==> src/rtl/fram_bank_arbiter_pkg.sv <==
// Shared definitions for the feature-SRAM bank arbiter: default geometry,
// write-buffer entry layout and the low-order bank interleave helper.
package fram_arb_pkg;

    localparam int unsigned ADDR_WIDTH_DFLT = 12;
    localparam int unsigned DATA_WIDTH_DFLT = 32;
    localparam int unsigned BANK_NUM_DFLT   = 4;
    localparam int unsigned BANK_W_DFLT     = $clog2(BANK_NUM_DFLT);
    localparam int unsigned ROW_W_DFLT      = ADDR_WIDTH_DFLT - BANK_W_DFLT;

    typedef struct packed {
        logic [ADDR_WIDTH_DFLT-1:0] addr;
        logic [DATA_WIDTH_DFLT-1:0] data;
    } wbuf_entry_t;

    // Bank index of a word address; bank_num must be a power of two.
    function automatic logic [31:0] bank_of(input logic [31:0] addr, input int unsigned bank_num);
        return addr & (bank_num - 32'd1);
    endfunction

endpackage

==> src/rtl/fram_bank_arbiter_if.sv <==
// Read-port and write-port handshake bundle between the compute/CU
// requesters (master) and the bank arbiter (slave).
interface fram_bank_arbiter_if #(
    parameter int unsigned ADDR_WIDTH = 12,
    parameter int unsigned DATA_WIDTH = 32
);
    logic                  rp_valid;
    logic                  rp_ready;
    logic [ADDR_WIDTH-1:0] rp_addr;
    logic                  rp_rvalid;
    logic [DATA_WIDTH-1:0] rp_rdata;
    logic                  wp_valid;
    logic                  wp_ready;
    logic [ADDR_WIDTH-1:0] wp_addr;
    logic [DATA_WIDTH-1:0] wp_wdata;

    modport master (
        output rp_valid, rp_addr, wp_valid, wp_addr, wp_wdata,
        input  rp_ready, rp_rvalid, rp_rdata, wp_ready
    );

    modport slave (
        input  rp_valid, rp_addr, wp_valid, wp_addr, wp_wdata,
        output rp_ready, rp_rvalid, rp_rdata, wp_ready
    );
endinterface

==> src/rtl/fram_wbuf_fifo.sv <==
// Deferred-write FIFO with wrap-flag pointers and a parallel address
// compare over the occupied entries that returns the youngest match.
module fram_wbuf_fifo #(
    parameter int unsigned AW    = 12,
    parameter int unsigned DW    = 32,
    parameter int unsigned DEPTH = 4
) (
    input  logic          clk,
    input  logic          rst_n,
    input  logic          push,
    input  logic [AW-1:0] push_addr,
    input  logic [DW-1:0] push_data,
    input  logic          pop,
    output logic          full,
    output logic          empty,
    output logic [AW-1:0] head_addr,
    output logic [DW-1:0] head_data,
    input  logic [AW-1:0] cam_addr,
    output logic          cam_hit,
    output logic [DW-1:0] cam_data
);
    localparam int unsigned PTR_W = $clog2(DEPTH);

    logic [PTR_W:0]   wr_ptr;
    logic [PTR_W:0]   rd_ptr;
    logic [PTR_W:0]   count;
    logic [PTR_W-1:0] idx;
    logic [AW-1:0]    addr_mem [DEPTH];
    logic [DW-1:0]    data_mem [DEPTH];

    assign count     = wr_ptr - rd_ptr;
    assign empty     = (wr_ptr == rd_ptr);
    assign full      = (wr_ptr[PTR_W] != rd_ptr[PTR_W]) &&
                       (wr_ptr[PTR_W-1:0] == rd_ptr[PTR_W-1:0]);
    assign head_addr = addr_mem[rd_ptr[PTR_W-1:0]];
    assign head_data = data_mem[rd_ptr[PTR_W-1:0]];

    always_ff @(posedge clk or negedge rst_n) begin
        if (!rst_n) begin
            wr_ptr <= '0;
            rd_ptr <= '0;
        end else begin
            if (push) wr_ptr <= wr_ptr + 1'b1;
            if (pop)  rd_ptr <= rd_ptr + 1'b1;
        end
    end

    always_ff @(posedge clk) begin
        if (push) begin
            addr_mem[wr_ptr[PTR_W-1:0]] <= push_addr;
            data_mem[wr_ptr[PTR_W-1:0]] <= push_data;
        end
    end

    // Scan oldest to youngest so the last hit left standing is the youngest.
    always_comb begin
        cam_hit  = 1'b0;
        cam_data = '0;
        idx      = '0;
        for (int unsigned i = 0; i < DEPTH; i++) begin
            idx = rd_ptr[PTR_W-1:0] + PTR_W'(i);
            if ((i < 32'(count)) && (addr_mem[idx] == cam_addr)) begin
                cam_hit  = 1'b1;
                cam_data = data_mem[idx];
            end
        end
    end
endmodule

==> src/rtl/fram_bank_arbiter.sv <==
// Routes one read port and one write port onto BANK_NUM interleaved BRAM banks,
// deferring conflicting writes. Optional statistics: define FRAM_ARB_STATS_EN.
module fram_bank_arbiter
    import fram_arb_pkg::*;
#(
    parameter int unsigned ADDR_WIDTH   = ADDR_WIDTH_DFLT,
    parameter int unsigned DATA_WIDTH   = DATA_WIDTH_DFLT,
    parameter int unsigned BANK_NUM     = BANK_NUM_DFLT,
    parameter int unsigned WBUF_DEPTH   = 4,
    parameter int unsigned READ_LATENCY = 1,
    parameter int unsigned STARVE_LIMIT = 8
) (
    input  logic                                               clk,
    input  logic                                               rst_n,
    fram_bank_arbiter_if.slave                                 bus,
    output logic [BANK_NUM*(ADDR_WIDTH-$clog2(BANK_NUM))-1:0]  bram_addr,
    output logic [BANK_NUM*DATA_WIDTH-1:0]                     bram_wdata,
    output logic [BANK_NUM-1:0]                                bram_we,
    output logic [BANK_NUM-1:0]                                bram_en,
    input  logic [BANK_NUM*DATA_WIDTH-1:0]                     bram_rdata,
    output logic                                               wb_pending,
    output logic                                               bank_conflict
`ifdef FRAM_ARB_STATS_EN
    ,
    input  logic                                               stat_clr,
    output logic [31:0]                                        stat_conflicts,
    output logic [31:0]                                        stat_stalls
`endif
);
    localparam int unsigned BANK_IDX_W = $clog2(BANK_NUM);
    localparam int unsigned ROW_W      = ADDR_WIDTH - BANK_IDX_W;
    localparam int unsigned CNT_W      = $clog2(STARVE_LIMIT + 1);

    typedef struct packed {
        logic                  vld;
        logic [BANK_IDX_W-1:0] bank;
        logic                  hit;
        logic [DATA_WIDTH-1:0] data;
    } rd_pipe_t;

    logic                  alive;
    logic [CNT_W-1:0]      starve_cnt;
    logic                  stall_force;
    logic                  rd_acc, wr_acc;
    logic [BANK_IDX_W-1:0] rd_bank, wr_bank, head_bank, w_bank;
    logic [ROW_W-1:0]      w_row;
    logic [DATA_WIDTH-1:0] w_data;
    logic                  head_blocked, head_issue, wr_conflict, bypass, push, w_en;
    logic                  full, empty, cam_hit;
    logic [ADDR_WIDTH-1:0] head_addr;
    logic [DATA_WIDTH-1:0] head_data, cam_data, bram_sel;
    rd_pipe_t              pipe [READ_LATENCY];
    rd_pipe_t              ret;

    // Ready stays low through reset and rises on the first edge after release.
    always_ff @(posedge clk or negedge rst_n) begin
        if (!rst_n) alive <= 1'b0;
        else        alive <= 1'b1;
    end

    assign stall_force  = (starve_cnt == CNT_W'(STARVE_LIMIT));
    assign bus.rp_ready = alive && !stall_force;
    assign bus.wp_ready = alive && !full;
    assign rd_acc       = bus.rp_valid && bus.rp_ready;
    assign wr_acc       = bus.wp_valid && bus.wp_ready;

    assign rd_bank   = BANK_IDX_W'(bank_of(32'(bus.rp_addr), BANK_NUM));
    assign wr_bank   = BANK_IDX_W'(bank_of(32'(bus.wp_addr), BANK_NUM));
    assign head_bank = BANK_IDX_W'(bank_of(32'(head_addr), BANK_NUM));

    assign head_blocked  = !empty && rd_acc && (rd_bank == head_bank);
    assign head_issue    = !empty && !head_blocked;
    assign wr_conflict   = wr_acc && rd_acc && (wr_bank == rd_bank);
    assign bypass        = wr_acc && empty && !wr_conflict;
    assign push          = wr_acc && !bypass;
    assign bank_conflict = wr_conflict;
    assign wb_pending    = !empty;

    assign w_en   = head_issue || bypass;
    assign w_bank = head_issue ? head_bank : wr_bank;
    assign w_row  = head_issue ? head_addr[ADDR_WIDTH-1:BANK_IDX_W] : bus.wp_addr[ADDR_WIDTH-1:BANK_IDX_W];
    assign w_data = head_issue ? head_data : bus.wp_wdata;

    fram_wbuf_fifo #(
        .AW    (ADDR_WIDTH),
        .DW    (DATA_WIDTH),
        .DEPTH (WBUF_DEPTH)
    ) u_wbuf (
        .clk       (clk),
        .rst_n     (rst_n),
        .push      (push),
        .push_addr (bus.wp_addr),
        .push_data (bus.wp_wdata),
        .pop       (head_issue),
        .full      (full),
        .empty     (empty),
        .head_addr (head_addr),
        .head_data (head_data),
        .cam_addr  (bus.rp_addr),
        .cam_hit   (cam_hit),
        .cam_data  (cam_data)
    );

    always_comb begin
        bram_en    = '0;
        bram_we    = '0;
        bram_addr  = '0;
        bram_wdata = '0;
        for (int unsigned b = 0; b < BANK_NUM; b++) begin
            if (rd_acc && (rd_bank == BANK_IDX_W'(b))) begin
                bram_en[b]                   = 1'b1;
                bram_addr[b*ROW_W +: ROW_W]  = bus.rp_addr[ADDR_WIDTH-1:BANK_IDX_W];
            end else if (w_en && (w_bank == BANK_IDX_W'(b))) begin
                bram_en[b]                              = 1'b1;
                bram_we[b]                              = 1'b1;
                bram_addr[b*ROW_W +: ROW_W]             = w_row;
                bram_wdata[b*DATA_WIDTH +: DATA_WIDTH]  = w_data;
            end
        end
    end

    always_ff @(posedge clk or negedge rst_n) begin
        if (!rst_n)            starve_cnt <= '0;
        else if (head_blocked) starve_cnt <= starve_cnt + 1'b1;
        else                   starve_cnt <= '0;
    end

    // Forwarded data is captured at acceptance and travels with the bank select.
    always_ff @(posedge clk or negedge rst_n) begin
        if (!rst_n) begin
            for (int unsigned i = 0; i < READ_LATENCY; i++) pipe[i] <= '0;
        end else begin
            pipe[0] <= '{vld: rd_acc, bank: rd_bank, hit: cam_hit, data: cam_data};
            for (int unsigned i = 1; i < READ_LATENCY; i++) pipe[i] <= pipe[i-1];
        end
    end

    assign ret = pipe[READ_LATENCY-1];

    always_comb begin
        bram_sel = '0;
        for (int unsigned b = 0; b < BANK_NUM; b++) begin
            if (ret.bank == BANK_IDX_W'(b)) bram_sel = bram_rdata[b*DATA_WIDTH +: DATA_WIDTH];
        end
    end

    assign bus.rp_rvalid = ret.vld;
    assign bus.rp_rdata  = !ret.vld ? '0 : (ret.hit ? ret.data : bram_sel);

`ifdef FRAM_ARB_STATS_EN
    always_ff @(posedge clk or negedge rst_n) begin
        if (!rst_n) begin
            stat_conflicts <= '0;
            stat_stalls    <= '0;
        end else if (stat_clr) begin
            stat_conflicts <= '0;
            stat_stalls    <= '0;
        end else begin
            if (bank_conflict && (stat_conflicts != '1)) stat_conflicts <= stat_conflicts + 1'b1;
            if (stall_force && (stat_stalls != '1))      stat_stalls    <= stat_stalls + 1'b1;
        end
    end
`endif
endmodule
==> src/flat_wrapper.sv <==
// flat-port wrapper written by rule: the top's interface ports become plain ports
module fram_bank_arbiter_flat import fram_arb_pkg::*;
#(
    parameter int unsigned ADDR_WIDTH   = ADDR_WIDTH_DFLT,
    parameter int unsigned DATA_WIDTH   = DATA_WIDTH_DFLT,
    parameter int unsigned BANK_NUM     = BANK_NUM_DFLT,
    parameter int unsigned WBUF_DEPTH   = 4,
    parameter int unsigned READ_LATENCY = 1,
    parameter int unsigned STARVE_LIMIT = 8
)
  (clk, rst_n, bram_addr, bram_wdata, bram_we, bram_en, bram_rdata, wb_pending, bank_conflict, bus_rp_valid, bus_rp_addr, bus_wp_valid, bus_wp_addr, bus_wp_wdata, bus_rp_ready, bus_rp_rvalid, bus_rp_rdata, bus_wp_ready);
  fram_bank_arbiter_if #(.ADDR_WIDTH(ADDR_WIDTH), .DATA_WIDTH(DATA_WIDTH)) bus_i ();
  input  logic clk;
  input  logic rst_n;
  output logic [BANK_NUM*(ADDR_WIDTH-$clog2(BANK_NUM))-1:0] bram_addr;
  output logic [BANK_NUM*DATA_WIDTH-1:0] bram_wdata;
  output logic [BANK_NUM-1:0] bram_we;
  output logic [BANK_NUM-1:0] bram_en;
  input  logic [BANK_NUM*DATA_WIDTH-1:0] bram_rdata;
  output logic wb_pending;
  output logic bank_conflict;
  input wire logic [$bits(bus_i.rp_valid)-1:0] bus_rp_valid;
  input wire logic [$bits(bus_i.rp_addr)-1:0] bus_rp_addr;
  input wire logic [$bits(bus_i.wp_valid)-1:0] bus_wp_valid;
  input wire logic [$bits(bus_i.wp_addr)-1:0] bus_wp_addr;
  input wire logic [$bits(bus_i.wp_wdata)-1:0] bus_wp_wdata;
  output wire logic [$bits(bus_i.rp_ready)-1:0] bus_rp_ready;
  output wire logic [$bits(bus_i.rp_rvalid)-1:0] bus_rp_rvalid;
  output wire logic [$bits(bus_i.rp_rdata)-1:0] bus_rp_rdata;
  output wire logic [$bits(bus_i.wp_ready)-1:0] bus_wp_ready;
  assign bus_i.rp_valid = bus_rp_valid;
  assign bus_i.rp_addr = bus_rp_addr;
  assign bus_i.wp_valid = bus_wp_valid;
  assign bus_i.wp_addr = bus_wp_addr;
  assign bus_i.wp_wdata = bus_wp_wdata;
  assign bus_rp_ready = bus_i.rp_ready;
  assign bus_rp_rvalid = bus_i.rp_rvalid;
  assign bus_rp_rdata = bus_i.rp_rdata;
  assign bus_wp_ready = bus_i.wp_ready;
  fram_bank_arbiter #(.ADDR_WIDTH(ADDR_WIDTH), .DATA_WIDTH(DATA_WIDTH), .BANK_NUM(BANK_NUM), .WBUF_DEPTH(WBUF_DEPTH), .READ_LATENCY(READ_LATENCY), .STARVE_LIMIT(STARVE_LIMIT)) u_core (.clk(clk), .rst_n(rst_n), .bus(bus_i), .bram_addr(bram_addr), .bram_wdata(bram_wdata), .bram_we(bram_we), .bram_en(bram_en), .bram_rdata(bram_rdata), .wb_pending(wb_pending), .bank_conflict(bank_conflict));
endmodule
==> config.mk <==
export PLATFORM = sky130hd
export DESIGN_NAME = fram_bank_arbiter_flat
export DESIGN_NICKNAME = d
export VERILOG_FILES = /design/src/rtl/fram_bank_arbiter_pkg.sv /design/src/rtl/fram_bank_arbiter_if.sv /design/src/rtl/fram_wbuf_fifo.sv /design/src/rtl/fram_bank_arbiter.sv /design/src/flat_wrapper.sv
export SDC_FILE = /design/constraint.sdc
export NUM_CORES = 1
export LEC_CHECK = 0
export CORE_ASPECT_RATIO = 0.5
export CORE_MARGIN = 1
export CORE_UTILIZATION = 35
export CTS_CLUSTER_SIZE = 8
export DETAILED_ROUTE_END_ITERATION = 6
export PLACE_DENSITY = 0.63
export REMOVE_ABC_BUFFERS = 1
export SLEW_MARGIN = 5
export SYNTH_ARGS = -nofsm -noshare
export SYNTH_HDL_FRONTEND = slang
export SYNTH_SLANG_ARGS = --single-unit
==> constraint.sdc <==
create_clock -name clk -period 11 [get_ports clk]
set_input_delay 1.65 -clock clk [delete_from_list [all_inputs] [get_ports clk]]
set_output_delay 1.65 -clock clk [all_outputs]
set_load 0.005 [all_outputs]
==> metrics.txt, run 1 <==
# nets final=1,774; Power Total=between 5 and 6 mW; clk buf depth=3; DR vias/cell=about 5.6; Setup Buffers After CTS=0; clk sinks=roughly 220; asr flop ratio synth=between 20% and 30%; worst clock skew=between 10 and 15 ps; Overflow after GRT=0; DRC violations left=0; CP max FO=44; Resize count post-CTS=0; Comb power frac=64.0%; PortBufs=400; share of cells above drive strength 1=between 10% and 20%; final HPWL from detailed placement=about 33 mm; reg2reg start=u_core.u_wbuf.rd_ptr[1]; Hold Path Class=register to register; vias in the first global route=between 10,000 and 15,000; max cap viols=0; Starting Density=between 30% and 40%; hold path start=u_core.starve_cnt[0]; Worst VDD drop=0.291 mV; Ys Warns=0; multi-input logic area=slightly below 9000 µm²; Max Transition Viols Final=0; core area=~45,000 µm²; Critical Path AT=5580 ps; Synth Area in Compound Gates=8.37%; Die Span X=around 310 µm; I/O pin count=around 400; top cells by area, synth=edfxtp_1 (33%), mux4_2 (27%), dfrtp_1 (7.3%); Mapped Avg Cell Area=roughly 13 µm²; flop-to-flop setup slack=~5900 ps; final core occ=47.1%; Clk pwr share=around 15%; RePlAce Congestion=0.802; Reg-to-Reg End=u_core.pipe[1]; via count=12,300; synth cell count leaders=nor2_1 (203), mux4_2 (196), edfxtp_1 (176), mux2i_1 (99), clkbuf_1 (66); pin count of the biggest net entering global routing=144; Least-Margin Pin Slew=roughly 1300 ps; Post-Synth Simple-Gate Area=under 10%; DP Area=approximately 20,000 µm²; ys flop type=edfxtp_1; drt pass-1 iters=5; Lkg Pwr=between 7 and 8 nW; EDFF count, synth=between 150 and 200; first-pass GRT wire length=between 70 and 80 mm; Root Buffer=clkbuf_16; final instance area=between 20,000 and 25,000 µm²; Yosys cell types=about 50; Startpoint Class=input pin; Routed Antenna Nets=0; Fill cells=around 4,000; RSZ-0062 raised after global routing=no; Yosys top cell area share=between 30% and 40%; cell taking the most area after synthesis=edfxtp_1; GRT Util Overall=between 20 and 25%; area grow syn2layout=32.5%; Die Y=approximately 150 µm; top-count cell post-synth=nor2_1; initial antenna violation count=1; Max-slew headroom=16.0%; #FFs+latches synth=223; Total Wirelength=roughly 49 mm; Num CTS Buffers=31; Final Hold Viols=0; CTS tree=built; H-tree depth=1; WHS Path Cells=1; largest family of logic cells by synthesized area=multiplexers; TNS Setup=0 ps; Worst Path Required=9350 ps; Sequential Area=between 6000 and 7000 µm²; Synth Cell Area=between 15,000 and 20,000 µm²; Routed WL per cell=22.4 µm; WHS Endpoint=u_core.starve_cnt[0]; mux contribution to synthesized area=about a third; num rows=55; Worst-Skew Late Latency=560 ps; hold buffers post-CTS=0; Seq/Total Area, Yosys=roughly 40%; power per cell area=between 200 and 300 nW/µm²; Finish-stage setup viols=0; Pint=3.51 mW; P_sw=roughly 2.2 mW; Net Sw Frac=between 30% and 40%; sequential power share=between 20 and 25%; DP Cell Count=between 2,000 and 2,500; critical path type=input pin to primary output; Synth Area in Adders=less than 1%; status=finished, final reports clean; Final Cycle Share=~66%; Tmin final=7230 ps; XOR/XNOR Fraction of Synth Area=3.57%; die area=46,900 µm²; drt first-iter violations=1,035; Cells after Synth=1,255; Final Non-Filler Cells=~2,200; clock slew at reported path FFs=about 50 ps; Register-to-Register Path Depth=9; Worst setup EP type=primary output; f_max=138 MHz
-- layout make-up --
class,count,area share (%)
Timing Repair Buffer,415,19.3
Multi-Input combinational cell,856,41.9
Tap cell,598,3.51
Clock buffer,57,4.09
Sequential cell,223,30.3
Inverter,49,0.862
Antenna cell,1,0.0117
-- state kept, by name, summed over array words and instances (netlist names) --
signal,flops
u_core.pipe,35
u_core.u_wbuf.addr_mem,48
u_core.bus.rp_rvalid,1
u_core.u_wbuf.data_mem,128
u_core.alive,1
u_core.u_wbuf.rd_ptr,3
u_core.u_wbuf.wr_ptr,3
u_core.starve_cnt,4
-- logic make-up (layout without fill, tap and decap cells) --
logic type | after synthesis | after routing
compound gates | 157 | 157
xor+xnor | 64 | 64
fa+ha+maj | 10 | 10
buf+inv | 176 | 521
flops | 223 | 223
mux | 296 | 296
other cells | 1 | 2
simple gates | 328 | 328
-- power groups by stage --
stage          sequential [mW]  clock (mW)  combinational [mW]
2_1_floorplan             1.27           0                2.32
3_3_place_gp              1.19           0                3.66
3_5_place_dp              1.19           0                3.69
4_1_cts                   1.18       0.894                3.69
5_1_grt                   1.19       0.928                3.93
6_report                  1.18       0.875                3.66
-- layer usage --
layer | track usage, % | part of all wire (%) | vias up
met1 | 25.8 | 41 | 6374
met2 | 36.5 | 53 | 359
met4 | 6.03 | 2.4 | 0
li1 | - | - | 5500
met3 | 2.63 | 4.2 | 76
met5 | 0 | 0 | -
-- placed cells by master (no fill, tap or decap), drive strengths merged, types with 5 or more instances in the layout --
cell type | netlist | routed
clkdlybuf4s50 | 0 | 399
nor2 | 203 | 203
mux4 | 196 | 196
edfxtp | 176 | 176
mux2i | 99 | 99
clkbuf | 66 | 57
xnor2 | 54 | 54
nand2 | 52 | 52
inv | 49 | 49
dfrtp | 47 | 47
o21ai | 44 | 44
o211ai | 34 | 34
nor2b | 32 | 32
o2111a | 31 | 31
a211oi | 31 | 31
buf | 61 | 16
xor2 | 9 | 9
ha | 9 | 9
nand3 | 7 | 7
nand2b | 7 | 7
nand4 | 6 | 6
and2 | 5 | 5
-- worst max-delay path by stage --
| stage | startpoint | to | cells after the start |
|---|---|---|---|
| 6_report | bus_rp_addr[0] | bram_addr[11] | 8 |
| 5_1_grt | bus_rp_addr[0] | bram_addr[8] | 8 |
| 4_1_cts | bus_rp_addr[0] | bram_addr[8] | 8 |
| 3_5_place_dp | bus_rp_addr[0] | bram_addr[8] | 8 |
| 3_3_place_gp | bus_rp_addr[0] | bram_addr[15] | 8 |
| 2_1_floorplan | u_core.u_wbuf.rd_ptr[0] | u_core.pipe[10] | 8 |
-- stage by stage --
| step | setup WS (ps) | hold WS [ps] |
|---|---|---|
| floorplan | -1590 | 452 |
| global placement | 3850 | 478 |
| detailed placement | 3770 | 483 |
| CTS | 3760 | 491 |
| global route | 3560 | 504 |
| finish | 3770 | 496 |
-- critical path, cell delays in order --
cell and delay (ps):
clkdlybuf4s50_1 800, xnor2_1 130, nand2_1 160, o21a_2 710
mux2i_1 440, nand2b_2 670, o21ai_0 440, clkdlybuf4s50_1 560
Note: power is estimated with default switching activity, not from simulation.
==> run 2, diff against run 1 <==
Clock period 11 ns to 6.9 ns, I/O delays scaled along.
==> run 2 against run 1 <==
First-iteration DRC count decreased by 8.0%. Sequential share of layout area about the same. Non-clock buffer count decreased by 1. Register-to-register slack got worse by 4200 ps. Combinational power increased by 59%. Count of clock-buffer cells in the layout decreased by 2. Clock power increased by 61%. Wire length increased by 1.1%. Clock skew increased by 9.8 ps. Critical path type is now register to primary output. Highest routed layer unchanged.
==> metrics.txt, run 2 (synthesis results as in run 1) <==
most frequent cells in the layout=clkdlybuf4s50_1 (399), nor2_1 (203), mux4_2 (196) (unchanged); P_sw=3.52 mW (was 2.20 mW); Routed WL per cell=22.7 µm (was 22.4 µm); via count=12,300 (about the same); vias in the first global route=12,400 (about the same); diode count=0 (was 1); RSZ-0062 raised after global routing=no (unchanged); Total Wirelength=49.8 mm (was 49.2 mm); Max-slew headroom=24.4% (was 16.0%); Worst VDD drop=0.299 mV (was 0.291 mV); commonest non-fill, non-tap cell in the layout=clkdlybuf4s50_1 (unchanged); Comb power frac=63.9% (was 64.0%); Final Cycle Share=between 80 and 90%; Die Y=154 µm (unchanged); Clk pwr share=15.4% (was 15.3%); Worst Path Required=5860 ps (was 9350 ps); TNS Setup=0 ps (unchanged); f_max=between 150 and 200 MHz; hold buffers post-CTS=0 (unchanged); Setup Buffers After CTS=0 (unchanged); Critical Path AT=5010 ps (was 5580 ps); initial antenna violation count=0 (was 1); critical path type=register to primary output (was input pin to primary output); core area=45,300 µm² (unchanged); Num CTS Buffers=31 (unchanged); DP Area=20,500 µm² (about the same); reg2reg start=u_core.u_wbuf.rd_ptr[0] (was u_core.u_wbuf.rd_ptr[1]); drt first-iter violations=952 (was 1,035); I/O pin count=401 (unchanged); DRC violations left=0 (unchanged); Final Hold Viols=0 (unchanged); Starting Density=35.6% (unchanged); Startpoint Class=register (was input pin); final core occ=47.1% (about the same); num rows=55 (unchanged); CP max FO=54 (was 44); Critical Path Start=u_core.u_wbuf.rd_ptr[0] (was bus_rp_addr[0]); Least-Margin Pin Slew=1130 ps (was 1260 ps); Tmin final=slightly above 6000 ps; crit-path max cell delay=1040 ps (was 800 ps); Pint=5.59 mW (was 3.51 mW); Lkg Pwr=7.41 nW (about the same); Worst setup EP type=primary output (unchanged); Resize count post-CTS=0 (unchanged); Cell Chain, Critical Path=mux4_2 > xnor2_1 > nand2_1 > o21a_2 > mux2i_1 > nand2b_2 > o21ai_0 > clkdlybuf4s50_1 (was clkdlybuf4s50_1 > xnor2_1 > nand2_1 > o21a_2 > mux2i_1 > nand2b_2 > o21ai_0 > clkdlybuf4s50_1); clock slew at reported path FFs=50 ps (about the same); H-tree depth=1 (unchanged); critical path's slowest cell=dfrtp_4 (was clkdlybuf4s50_1); drt pass-1 iters=5 (unchanged); die area=46,900 µm² (unchanged); Max Transition Viols Final=0 (unchanged); clk buf depth=3 (unchanged); worst clock skew=22.2 ps (was 12.4 ps); RePlAce Congestion=0.830 (was 0.802); Crit path max-delay family=multiplexers (was buffers and inverters); first-pass GRT wire length=75.9 mm (was 74.9 mm); DP Cell Count=2,140 (was 2,141); Worst-Skew Late Latency=560 ps (about the same); final instance area=21,300 µm² (about the same); Final Non-Filler Cells=2,196 (was 2,199); max reg flops=128 (unchanged); PortBufs=400 (unchanged); clk sinks=223 (unchanged); # nets final=1,773 (was 1,774); Die Span X=305 µm (unchanged); area grow syn2layout=32.5% (about the same); Net Sw Frac=38.7% (was 38.6%); Finish-stage setup viols=0 (unchanged); CTS tree=built (unchanged); status=finished, final reports clean (unchanged); Routed Antenna Nets=0 (unchanged); Overflow after GRT=0 (unchanged); DR vias/cell=5.60 (about the same); Crit path buffers/inverters=1 (was 2); hold path start=u_core.starve_cnt[0] (unchanged); pin count of the biggest net entering global routing=126 (was 144); GRT Util Overall=20.8% (was 20.4%); Root Buffer=clkbuf_16 (unchanged); sequential power share=20.7% (was 20.6%); power per cell area=427 nW/µm² (was 268 nW/µm²); max cap viols=0 (unchanged); share of cells above drive strength 1=18.5% (was 18.4%); Hold Path Class=register to register (unchanged); final HPWL from detailed placement=32.7 mm (about the same)
==> run 2: changes by cell type in the layout (fill, tap and decap cells not counted), sizes merged <==
cell / previous run / this run
inv: 49 / 50
clkbuf: 57 / 55
diode: 1 / 0
buf: 16 / 15
==> run 2: power groups by stage <==
stage	registers, mW	clock network, mW	logic, mW
2_1_floorplan	2.02	0	3.70
3_3_place_gp	1.90	0	5.82
3_5_place_dp	1.91	0	5.86
4_1_cts	1.88	1.43	5.87
5_1_grt	1.91	1.49	6.25
6_report	1.88	1.41	5.82
==> run 2: path summary, 6_finish.rpt <==
path / cells after the start / to / slack, ps
min in group asynchronous: 2 / u_core.pipe[24] / 640
hold / removal: 1 / u_core.starve_cnt[0] / 490
setup / recovery: 8 / bram_addr[8] / 860
max in group asynchronous: 2 / u_core.u_wbuf.rd_ptr[0] / 5690
setup reg to reg: 9 / u_core.pipe[16] / 1670
hold reg to reg: 1 / u_core.starve_cnt[0] / 490
==> run 2: cell type report <==
| type | count | area (µm²) |
|---|---|---|
| Clock buffer | 55 | 866 |
| Clock inverter | 1 | 8.76 |
| Fill cell | 4030 | 23900 |
| Inverter | 49 | 184 |
| Multi-Input combinational cell | 856 | 8940 |
| Sequential cell | 223 | 6470 |
| Tap cell | 598 | 748 |
| Timing Repair Buffer | 414 | 4120 |
==> run 2: layer usage <==
metal	vias up	share of wire, %	GRT usage, %
li1	5485	-	-
met5	-	0	0
met3	55	4.3	2.83
met1	6422	41	26.7
met2	331	53	37.1
met4	0	1.8	4.79
==> run 2: per-stage QoR <==
stage	power, mW	worst slack [ps]	hold slack (ps)
floorplan	5.72	-5690	452
global placement	7.72	1460	475
detailed placement	7.76	1360	487
CTS	9.19	891	494
global route	9.66	480	524
finish	9.12	859	491
==> run 3, diff against run 2 <==
Settings changed: CAP_MARGIN from default to 20.
==> run 3 against run 2 <==
Cell count is essentially flat. Count of clock-buffer cells in the layout unchanged. Via count up 0.17%. Flip-flop and latch count unchanged. Sequential power hardly changed. Register-to-register slack improved by 20 ps. Critical path depth did not move. Final area about the same. Total power hardly changed. Clock power hardly changed. Die area is the same. Global-route usage unchanged. Critical endpoint unchanged. Largest cell class unchanged. Largest power group unchanged.
==> metrics.txt, run 3 (synthesis results as in run 1) <==
status=finished, final reports clean (unchanged); Worst setup EP type=primary output (unchanged); clock slew at reported path FFs=50 ps (about the same); via count=12,300 (about the same); hold buffers post-CTS=0 (unchanged); commonest non-fill, non-tap cell in the layout=clkdlybuf4s50_1 (unchanged); drt first-iter violations=1,065 (was 952); core area=45,300 µm² (unchanged); Max Transition Viols Final=0 (unchanged); Worst-Skew Late Latency=560 ps (about the same); GRT Util Overall=20.8% (unchanged); critical path's slowest cell=dfrtp_4 (unchanged); f_max=166 MHz (about the same); final core occ=47.2% (was 47.1%); Starting Density=35.6% (unchanged); Tmin final=6040 ps (about the same); Hold Path Class=register to register (unchanged); Lkg Pwr=7.41 nW (about the same); Overflow after GRT=0 (unchanged); Resize count post-CTS=0 (unchanged); crit-path max cell delay=1030 ps (was 1040 ps); DRC violations left=0 (unchanged); Power Total=9.12 mW (about the same); Root Buffer=clkbuf_16 (unchanged); Fill cells=4,028 (was 4,030); clk buf depth=3 (unchanged); Max-slew headroom=26.6% (was 24.4%); Finish-stage setup viols=0 (unchanged); I/O pin count=401 (unchanged); Worst Path Required=5860 ps (about the same); Critical Path AT=5010 ps (about the same); # nets final=1,774 (was 1,773); share of cells above drive strength 1=18.5% (about the same); Routed WL per cell=22.6 µm (was 22.7 µm); max reg flops=128 (unchanged); max cap viols=0 (unchanged); area grow syn2layout=32.6% (was 32.5%); PortBufs=400 (unchanged); Pint=5.59 mW (about the same); initial antenna violation count=0 (unchanged); DR vias/cell=5.60 (about the same); Final Cycle Share=87.5% (about the same); RSZ-0062 raised after global routing=no (unchanged); RePlAce Congestion=0.830 (unchanged); pin count of the biggest net entering global routing=126 (unchanged); GRT Max-Usage Layer=met2 (unchanged); P_sw=3.52 mW (about the same); flop-to-flop setup slack=1690 ps (was 1670 ps); Crit path max-delay family=multiplexers (unchanged); Worst VDD drop=0.299 mV (about the same); vias in the first global route=12,400 (unchanged); Comb power frac=63.9% (about the same); Cell Chain, Critical Path=mux4_2 > xnor2_1 > nand2_1 > o21a_2 > mux2i_1 > nand2b_2 > o21ai_0 > clkdlybuf4s50_1 (unchanged); Crit path buffers/inverters=1 (unchanged); Die Y=154 µm (unchanged); Total Wirelength=49.8 mm (about the same); drt pass-1 iters=5 (unchanged); CTS tree=built (unchanged); Routed Antenna Nets=0 (unchanged); most frequent cells in the layout=clkdlybuf4s50_1 (399), nor2_1 (203), mux4_2 (196) (unchanged); Net Sw Frac=38.7% (about the same); met3 GRT Util=2.83% (unchanged); H-tree depth=1 (unchanged); Clk pwr share=15.4% (about the same); sequential power share=20.6% (was 20.7%); first-pass GRT wire length=75.9 mm (unchanged); die area=46,900 µm² (unchanged); CP max FO=54 (unchanged); Setup Buffers After CTS=0 (unchanged); power per cell area=427 nW/µm² (about the same); diode count=0 (unchanged); Num CTS Buffers=31 (unchanged); worst clock skew=19.9 ps (was 22.2 ps); Die Span X=305 µm (unchanged); clk sinks=223 (unchanged); Startpoint Class=register (unchanged); Placement Setup Slack=1360 ps (unchanged); grt met2 use=37.1% (unchanged); Final Hold Viols=0 (unchanged); num rows=55 (unchanged); critical path type=register to primary output (unchanged); Least-Margin Pin Slew=1100 ps (was 1130 ps); M1 GR Usage=26.7% (unchanged); final worst setup slack=860 ps (was 859 ps); final HPWL from detailed placement=32.7 mm (unchanged)
[run 3: cell types whose count changed in the layout (fill, tap and decap cells not counted), sizes merged]
cell	delta
buf	+1
[run 3: metal layers]
layer,wire [µm],vias to the layer above,part of all wire (%)
met5,0,-,0
met4,940,0,1.9
met3,2230,59,4.5
met2,26200,361,53
met1,20300,6410,41
li1,-,5484,-
[run 3: worst paths after layout]
check,endpoint,cells past startpoint,from
min reg2reg,u_core.starve_cnt[0],1,u_core.starve_cnt[0]
min,u_core.starve_cnt[0],1,u_core.starve_cnt[0]
max,bram_addr[8],8,u_core.u_wbuf.rd_ptr[0]
max reg2reg,u_core.pipe[16],9,u_core.u_wbuf.rd_ptr[0]
min in group asynchronous,u_core.pipe[24],2,rst_n
max in group asynchronous,u_core.u_wbuf.rd_ptr[0],2,rst_n
[run 3: per-stage QoR]
stage / TNS [ps] / instance area (µm²) / cells / hold WS (ps)
after global routing: 0 / 21400 / 2197 / 524
after global placement: 0 / 20500 / 2140 / 475
after detailed placement: 0 / 20500 / 2140 / 487
after CTS: 0 / 21300 / 2196 / 494
after floorplan: -1226720 / 15500 / 1128 / 452
final: 0 / 21400 / 2197 / 491
[run 3: power groups by stage]
stage | Clock, mW | Sequential [mW] | Combinational, mW
floorplan | 0 | 2.02 | 3.70
finish | 1.41 | 1.88 | 5.83
CTS | 1.43 | 1.88 | 5.87
global placement | 0 | 1.90 | 5.82
global route | 1.49 | 1.91 | 6.25
detailed placement | 0 | 1.91 | 5.86
[run 3: cell type report]
| cell class | count | area, µm² | share of cell area [%] |
|---|---|---|---|
| Timing Repair Buffer | 415 | 4140 | 19.4 |
| Clock buffer | 55 | 866 | 4.05 |
| Multi-Input combinational cell | 856 | 8940 | 41.9 |
| Inverter | 49 | 184 | 0.861 |
| Clock inverter | 1 | 8.76 | 0.0410 |
| Tap cell | 598 | 748 | 3.50 |
| Sequential cell | 223 | 6470 | 30.3 |
